`config.mk`:
```
export PLATFORM = sky130hd
export DESIGN_NAME = fp_mul_seq
export DESIGN_NICKNAME = d
export VERILOG_FILES = /design/src/rtl/fp_mul_seq.sv
export SDC_FILE = /design/constraint.sdc
export NUM_CORES = 1
export LEC_CHECK = 0
export ABC_CLOCK_PERIOD_IN_PS = 13300
export BUFFER_PORTS_ARGS = -buffer_cell sky130_fd_sc_hd__buf_2
export CORE_ASPECT_RATIO = 0.75
export CORE_MARGIN = 3
export CORE_UTILIZATION = 58
export CTS_BUF_LIST = sky130_fd_sc_hd__clkbuf_8 sky130_fd_sc_hd__clkbuf_16
export DETAILED_ROUTE_END_ITERATION = 10
export GPL_TIMING_DRIVEN = 0
export PLACE_DENSITY = 0.84
export SLEW_MARGIN = 25
export SYNTH_ARGS = -nofsm -noshare
export SYNTH_HDL_FRONTEND = slang
export SYNTH_SLANG_ARGS = --single-unit
```
`constraint.sdc`:
```
create_clock -name clk -period 13.3 [get_ports clk]
set_input_delay 3.325 -clock clk [delete_from_list [all_inputs] [get_ports clk]]
set_output_delay 3.325 -clock clk [all_outputs]
set_load 0.02 [all_outputs]
```
`src/rtl/fp_mul_seq.sv`:
```
// Multi-cycle floating-point multiplier: radix-4 Booth mantissa product, normalise, five-mode rounding.
// valid/ready: a transfer happens on any rising edge where valid and ready are both 1; nothing else moves data.
module fp_mul_seq #(
   parameter int EXP_W = 8,
   parameter int MAN_W = 23,
   localparam int W    = 1 + EXP_W + MAN_W
) (
   input  logic         clk,
   input  logic         rst_n,
   input  logic         in_valid,
   output logic         in_ready,
   input  logic [W-1:0] fp_x,
   input  logic [W-1:0] fp_y,
   input  logic [2:0]   r_mode,
   output logic         out_valid,
   input  logic         out_ready,
   output logic [W-1:0] fp_z,
   output logic         ovrf,
   output logic         udrf,
   output logic         nv,
   output logic         nx,
   output logic [1:0]   o_dbg_state
);
   localparam int BIAS  = 2**(EXP_W-1) - 1;
   localparam int ITER  = (MAN_W + 3) / 2;
   localparam int ACC_W = 2*(MAN_W+1) + 2;
   localparam int PW    = 2*MAN_W + 2;
   localparam int MPL_W = 2*ITER + 1;
   localparam int CNT_W = $clog2(ITER + 1);
   localparam int E_W   = EXP_W + 2;

   typedef enum logic [1:0] {S_IDLE, S_MUL, S_RND, S_DONE} state_t;

   state_t              r_state, w_next;
   logic [W-1:0]        r_x, r_y, r_z;
   logic [2:0]          r_rm;
   logic [CNT_W-1:0]    r_cnt;
   logic [ACC_W-1:0]    r_acc, r_mcand, w_pp;
   logic [MPL_W-1:0]    r_mplr;
   logic signed [E_W-1:0] r_exp, w_en, w_er;
   logic                r_ovrf, r_udrf, r_nv, r_nx;

   logic                w_s;
   logic [EXP_W-1:0]    w_ex, w_ey;
   logic [MAN_W-1:0]    w_fx, w_fy;
   logic                w_x_nan, w_y_nan, w_x_inf, w_y_inf, w_x_zero, w_y_zero;
   logic                w_special, w_sp_nv;
   logic [W-1:0]        w_sp_z;

   assign w_s  = r_x[W-1] ^ r_y[W-1];
   assign w_ex = r_x[W-2:MAN_W];
   assign w_ey = r_y[W-2:MAN_W];
   assign w_fx = r_x[MAN_W-1:0];
   assign w_fy = r_y[MAN_W-1:0];

   // Special operands short-circuit the multiplier; exp==0 covers both zero and flushed subnormals.
   always_comb begin
      w_x_nan   = (&w_ex) & (|w_fx);
      w_y_nan   = (&w_ey) & (|w_fy);
      w_x_inf   = (&w_ex) & ~(|w_fx);
      w_y_inf   = (&w_ey) & ~(|w_fy);
      w_x_zero  = ~(|w_ex);
      w_y_zero  = ~(|w_ey);
      w_special = w_x_nan | w_y_nan | w_x_inf | w_y_inf | w_x_zero | w_y_zero;
      w_sp_nv   = 1'b0;
      w_sp_z    = {w_s, {(W-1){1'b0}}};
      if (w_x_nan || w_y_nan) begin
         w_sp_z  = {1'b0, {EXP_W{1'b1}}, 1'b1, {(MAN_W-1){1'b0}}};
         w_sp_nv = (w_x_nan & ~w_fx[MAN_W-1]) | (w_y_nan & ~w_fy[MAN_W-1]);
      end else if ((w_x_inf && w_y_zero) || (w_y_inf && w_x_zero)) begin
         w_sp_z  = {1'b0, {EXP_W{1'b1}}, 1'b1, {(MAN_W-1){1'b0}}};
         w_sp_nv = 1'b1;
      end else if (w_x_inf || w_y_inf) begin
         w_sp_z  = {w_s, {EXP_W{1'b1}}, {MAN_W{1'b0}}};
      end
   end

   // Booth digit from multiplier bits {2i+1, 2i, 2i-1}; the multiplier is zero-padded so the sum stays unsigned.
   always_comb begin
      w_pp = '0;
      case (r_mplr[2:0])
         3'b001, 3'b010: w_pp = r_mcand;
         3'b011:         w_pp = r_mcand << 1;
         3'b100:         w_pp = -(r_mcand << 1);
         3'b101, 3'b110: w_pp = -r_mcand;
         default:        w_pp = '0;
      endcase
   end

   logic [PW-1:0]    w_p, w_pn;
   logic             w_shift, w_g, w_st, w_inc, w_ovf, w_udf, w_to_inf;
   logic [MAN_W-1:0] w_kept;
   logic [MAN_W:0]   w_sum;
   logic [W-1:0]     w_rz;
   logic             w_unused;

   assign w_p      = r_acc[PW-1:0];
   assign w_shift  = w_p[PW-1];
   assign w_pn     = w_shift ? (w_p >> 1) : w_p;
   assign w_kept   = w_pn[2*MAN_W-1:MAN_W];
   assign w_g      = w_pn[MAN_W-1];
   assign w_st     = (|w_pn[MAN_W-2:0]) | (w_shift & w_p[0]);
   assign w_unused = ^{r_acc[ACC_W-1:PW], w_pn[PW-1:PW-2]};

   always_comb begin
      case (r_rm)
         3'b001:  w_inc = 1'b0;
         3'b010:  w_inc = w_s & (w_g | w_st);
         3'b011:  w_inc = ~w_s & (w_g | w_st);
         3'b100:  w_inc = w_g;
         default: w_inc = w_g & (w_st | w_kept[0]);
      endcase
      w_en     = r_exp + {{(E_W-1){1'b0}}, w_shift};
      w_sum    = {1'b0, w_kept} + {{MAN_W{1'b0}}, w_inc};
      w_er     = w_en + {{(E_W-1){1'b0}}, w_sum[MAN_W]};
      w_udf    = int'(w_en) <= 0;
      w_ovf    = int'(w_er) >= (2**EXP_W - 1);
      w_to_inf = !((r_rm == 3'b001) || (r_rm == 3'b010 && !w_s) || (r_rm == 3'b011 && w_s));
      w_rz     = {w_s, w_er[EXP_W-1:0], w_sum[MAN_W-1:0]};
      if (w_udf)
         w_rz = {w_s, {(W-1){1'b0}}};
      else if (w_ovf)
         w_rz = w_to_inf ? {w_s, {EXP_W{1'b1}}, {MAN_W{1'b0}}}
                         : {w_s, {(EXP_W-1){1'b1}}, 1'b0, {MAN_W{1'b1}}};
   end

   always_ff @(posedge clk) begin
      if (!rst_n) r_state <= S_IDLE;
      else        r_state <= w_next;
   end

   always_comb begin
      w_next    = r_state;
      in_ready  = 1'b0;
      out_valid = 1'b0;
      case (r_state)
         S_IDLE: begin
            in_ready = 1'b1;
            if (in_valid) w_next = S_MUL;
         end
         S_MUL: begin
            if (r_cnt == '0) begin
               if (w_special) w_next = S_DONE;
            end else if (r_cnt == CNT_W'(ITER)) begin
               w_next = S_RND;
            end
         end
         S_RND:  w_next = S_DONE;
         S_DONE: begin
            out_valid = 1'b1;
            if (out_ready) w_next = S_IDLE;
         end
         default: w_next = S_IDLE;
      endcase
   end

   // MUL count 0 is the setup/classify cycle; counts 1..ITER are Booth steps.
   always_ff @(posedge clk) begin
      if (!rst_n) begin
         r_x <= '0; r_y <= '0; r_rm <= '0; r_cnt <= '0;
         r_acc <= '0; r_mcand <= '0; r_mplr <= '0; r_exp <= '0;
         r_z <= '0; r_ovrf <= 1'b0; r_udrf <= 1'b0; r_nv <= 1'b0; r_nx <= 1'b0;
      end else begin
         case (r_state)
            S_IDLE: if (in_valid) begin
               r_x   <= fp_x;
               r_y   <= fp_y;
               r_rm  <= r_mode;
               r_cnt <= '0;
            end
            S_MUL: begin
               r_cnt <= r_cnt + 1'b1;
               if (r_cnt == '0) begin
                  if (w_special) begin
                     r_z  <= w_sp_z;
                     r_nv <= w_sp_nv;
                  end
                  r_acc   <= '0;
                  r_mcand <= ACC_W'({1'b1, w_fx});
                  r_mplr  <= MPL_W'({1'b1, w_fy, 1'b0});
                  r_exp   <= E_W'(w_ex) + E_W'(w_ey) - E_W'(BIAS);
               end else begin
                  r_acc   <= r_acc + w_pp;
                  r_mcand <= r_mcand << 2;
                  r_mplr  <= r_mplr >> 2;
               end
            end
            S_RND: begin
               r_z    <= w_rz;
               r_udrf <= w_udf;
               r_ovrf <= ~w_udf & w_ovf;
               r_nx   <= w_udf | w_ovf | w_g | w_st;
            end
            S_DONE: if (out_ready) begin
               r_z <= '0; r_ovrf <= 1'b0; r_udrf <= 1'b0; r_nv <= 1'b0; r_nx <= 1'b0;
            end
            default: ;
         endcase
      end
   end

   assign fp_z        = r_z;
   assign ovrf        = r_ovrf;
   assign udrf        = r_udrf;
   assign nv          = r_nv;
   assign nx          = r_nx;
   assign o_dbg_state = r_state;
endmodule
```
==> results.md <==
* Flops & latches, synth at 240
* Routed vias at 18,600
* Post-CTS sizing at 0
* First-pass detailed-route iteration total at 8
* Min-Delay Path Class: register to register
* Max Fanout on Critical Path at 10
* Routability cong. at 0.980
* Fillers at 2,458
* Placed Cells at 2,827
* Die W at 202 um
* Setup TNS at 0 ps
* CP Launch Type: register
* Clk slew on worst S/H paths at 60 ps
* Core box area at 28,200 sq um
* Post-route ant nets at 0
* Power per cell area at 185 nW/um^2
* Wirelength, routed at 57.4 mm
* Arrival time worst endpoint at 7770 ps
* Worst reg2reg path endpoint: fp_z[10]$_SDFFE_PN0P_
* Initial Util at 0.592
* Met2 wire length at 23.7 mm
* F_max at 137 MHz
* Final Max Tran Viols at 0
* Initial antenna violation count at 0
* DR iter-0 viols at 2,198
* Via/cell ratio at 6.49
* Synth area leaders: dfxtp_1 (29%), nand2_1 (11%), a21oi_1 (7.3%)
* Root Driver: clkbuf_16
* Most used DFF post-synth: dfxtp_1
* Top Ports at 111
* Met3 Wirelength at 7.44 mm
* Final hold slack at 455 ps
* Worst hold path endpoint: fp_z[20]$_SDFFE_PN0P_
* Total track usage at 0.350
* Die area at 30,800 sq um
* Inserted Diodes at 0
* Hold_buf cts at 0
* Worst Hold Depth at 2
* Wire length of the first global-routing pass at 89.0 mm
* # nets final at 2,619
* Syn Inst Count at 2,332
* Crit path time final at 7310 ps
* Setup CP Type: register to register
* Asr flop ratio synth at 0
* Setup Fix Bufs, Post-CTS at 0
* Final setup violation count at 0
* Synth area leader: dfxtp_1
* Critical R2R Launch: r_acc[47]$_SDFFE_PN0P_
* Share of cells above drive strength 1 at 0.0748
* Hpwl dp at 43.2 mm
* Top Layer Used: met4
* Largest net degree at the start of global routing at 15
* Worst reg2reg path depth at 25
* Worst vdd ir at 0.000133 V
* Element type at the critical path end: register
* # rows at 53
* Largest family of logic cells by synthesized area: simple AND/OR/NAND/NOR gates
* Num CTS Buffers at 25
* Synth Area in Simple Gates at 0.265
* Lkg Pwr at 6.90 nW
* Adder-cell share of the synthesized area at 0.0602
* Yosys top cell area share at 0.288
* Most common cell in the netlist: nand2_1
* Final Cell Area at 18,600 sq um
* Synth Warn # at 0
* Post-DP Area at 17,700 sq um
* Clk sinks at 240
* CTS max path bufs at 3
* Final Cycle Share at 0.549
* Worst slew margin at 0.322
* Synth Area in XOR/XNOR at 0.0552
* Vias in the first global route at 16,700
* EDFF count, synth at 0
* Drc violations at 0
* Die Ht at 153 um
* Yosys cell types at 86
* Htree depth at 1
* CP required at 13,760 ps
* Synthesis-to-layout area growth at 11.7%
* Mean Syn Cell Area at 7.15 sq um
* WL/cell at 20.0 um
* DRT met1 WL at 24.5 mm
* Outcome: completed
* Critical hold path startpoint: fp_z[20]$_SDFFE_PN0P_
* Mapped Nets at 2,482
* Clock Skew at 13.8 ps
* Worst skew pair latency at 550 ps
* PortBufs at 110
* RSZ-0062 raised after global routing: no
* Pwr Total at 3.44 mW
* Mux share of post-synthesis cell area at 0.0123
* Reg2reg setup slack at 5990 ps
* Slew @ Worst Pin at 1000 ps
* Max-capacitance violation count at 0
* Seq/Total Area, Yosys at 0.288
* Fin cells at 2,872
* Top post-synthesis cells by count: nand2_1 (467), a21oi_1 (243), dfxtp_1 (240)
* Compound-gate portion of the synthesized area at 0.264
* CTS tree: yes
* Synthesized cell area at 16,700 sq um
* Final Hold Vio Count at 0
* Grt ovf at 0
-- power by group --
part	switching, mW	internal (mW)
combinational	1.21	0.528
clock	0.316	0.477
sequential	0.0853	0.829
-- layout make-up --
cell class                 instances  area (sq um)  area share
buffer                           193           741      0.0398
clock buffer                      28           667      0.0358
clock inverter                    17           245      0.0132
inverter                          47           176     0.00947
multi-input combinational       1852         11000       0.588
sequential                       240          4800       0.258
tap                              385           482      0.0259
timing repair buffer             110           551      0.0296
-- registers in the layout (all words and copies together) (netlist names) --
name and count:
r_rm 3, r_exp 10, nx 1, fp_z 32
r_mplr 25, r_mcand 48, udrf 1, o_dbg_state 2
r_x 32, r_y 32, r_cnt 4, r_acc 48
nv 1, ovrf 1
-- per-layer routing --
metal | up-vias | track usage
met4 | 0 | 0.0950
met3 | 147 | 0.0937
met1 | 8696 | 0.503
met5 | - | 0
li1 | 8633 | -
met2 | 1150 | 0.519
-- worst max-delay path by stage --
stage / start / endpoint / slack, ps / cells past startpoint
detailed placement: r_acc[47]$_SDFFE_PN0P_ / fp_z[13]$_SDFFE_PN0P_ / 6240 / 25
CTS: r_acc[47]$_SDFFE_PN0P_ / fp_z[10]$_SDFFE_PN0P_ / 6150 / 25
global placement: r_acc[47]$_SDFFE_PN0P_ / nx$_SDFFE_PN0P_ / 6230 / 25
finish: r_acc[47]$_SDFFE_PN0P_ / fp_z[10]$_SDFFE_PN0P_ / 5990 / 25
global route: r_acc[47]$_SDFFE_PN0P_ / fp_z[7]$_SDFFE_PN0P_ / 5660 / 25
floorplan: r_acc[47]$_SDFFE_PN0P_ / fp_z[4]$_SDFFE_PN0P_ / 8080 / 25
-- cells by family after synthesis --
group                    Yosys count
flip-flops                       240
multiplexers                      20
AND/OR/NAND/NOR                  954
buffers and inverters            240
XOR/XNOR                         105
AO/OA/AOI/OAI                    694
adder cells (fa/ha/maj)           79
-- critical path: stages, from the launching register on --
cell,delay [ps]
dfxtp_1,400
buf_2,280
clkbuf_1,450
clkbuf_1,510
mux2i_1,190
nor3_1,220
a31oi_1,60
nor2_1,100
ha_1,220
and4_1,220
clkbuf_1,190
nand4_1,160
nor4_1,570
nand2_1,170
nor4_1,720
ha_1,320
ha_1,270
xnor2_1,110
xnor2_1,290
nand3_1,110
or3b_2,460
nand4b_1,240
nand3_1,250
clkbuf_1,360
o211ai_1,190
a21oi_1,180
-- per-stage QoR --
step	util	setup slack, ps
global placement	0.628	6230
global route	0.661	5660
floorplan	-	8080
detailed placement	0.628	6240
CTS	0.661	6150
finish	0.661	5990
-- placed cells by master, fill, tap and decap left out, types with 48 or more instances in the layout --
master	count
a311oi_1	48
nand3_1	65
clkbuf_1	174
xnor2_1	56
a21oi_1	243
nor2_1	167
nand2_1	467
ha_1	77
inv_1	50
xor2_1	49
dfxtp_1	240
buf_2	114
o21ai_0	141
Note: power is estimated with default switching activity, not from simulation.
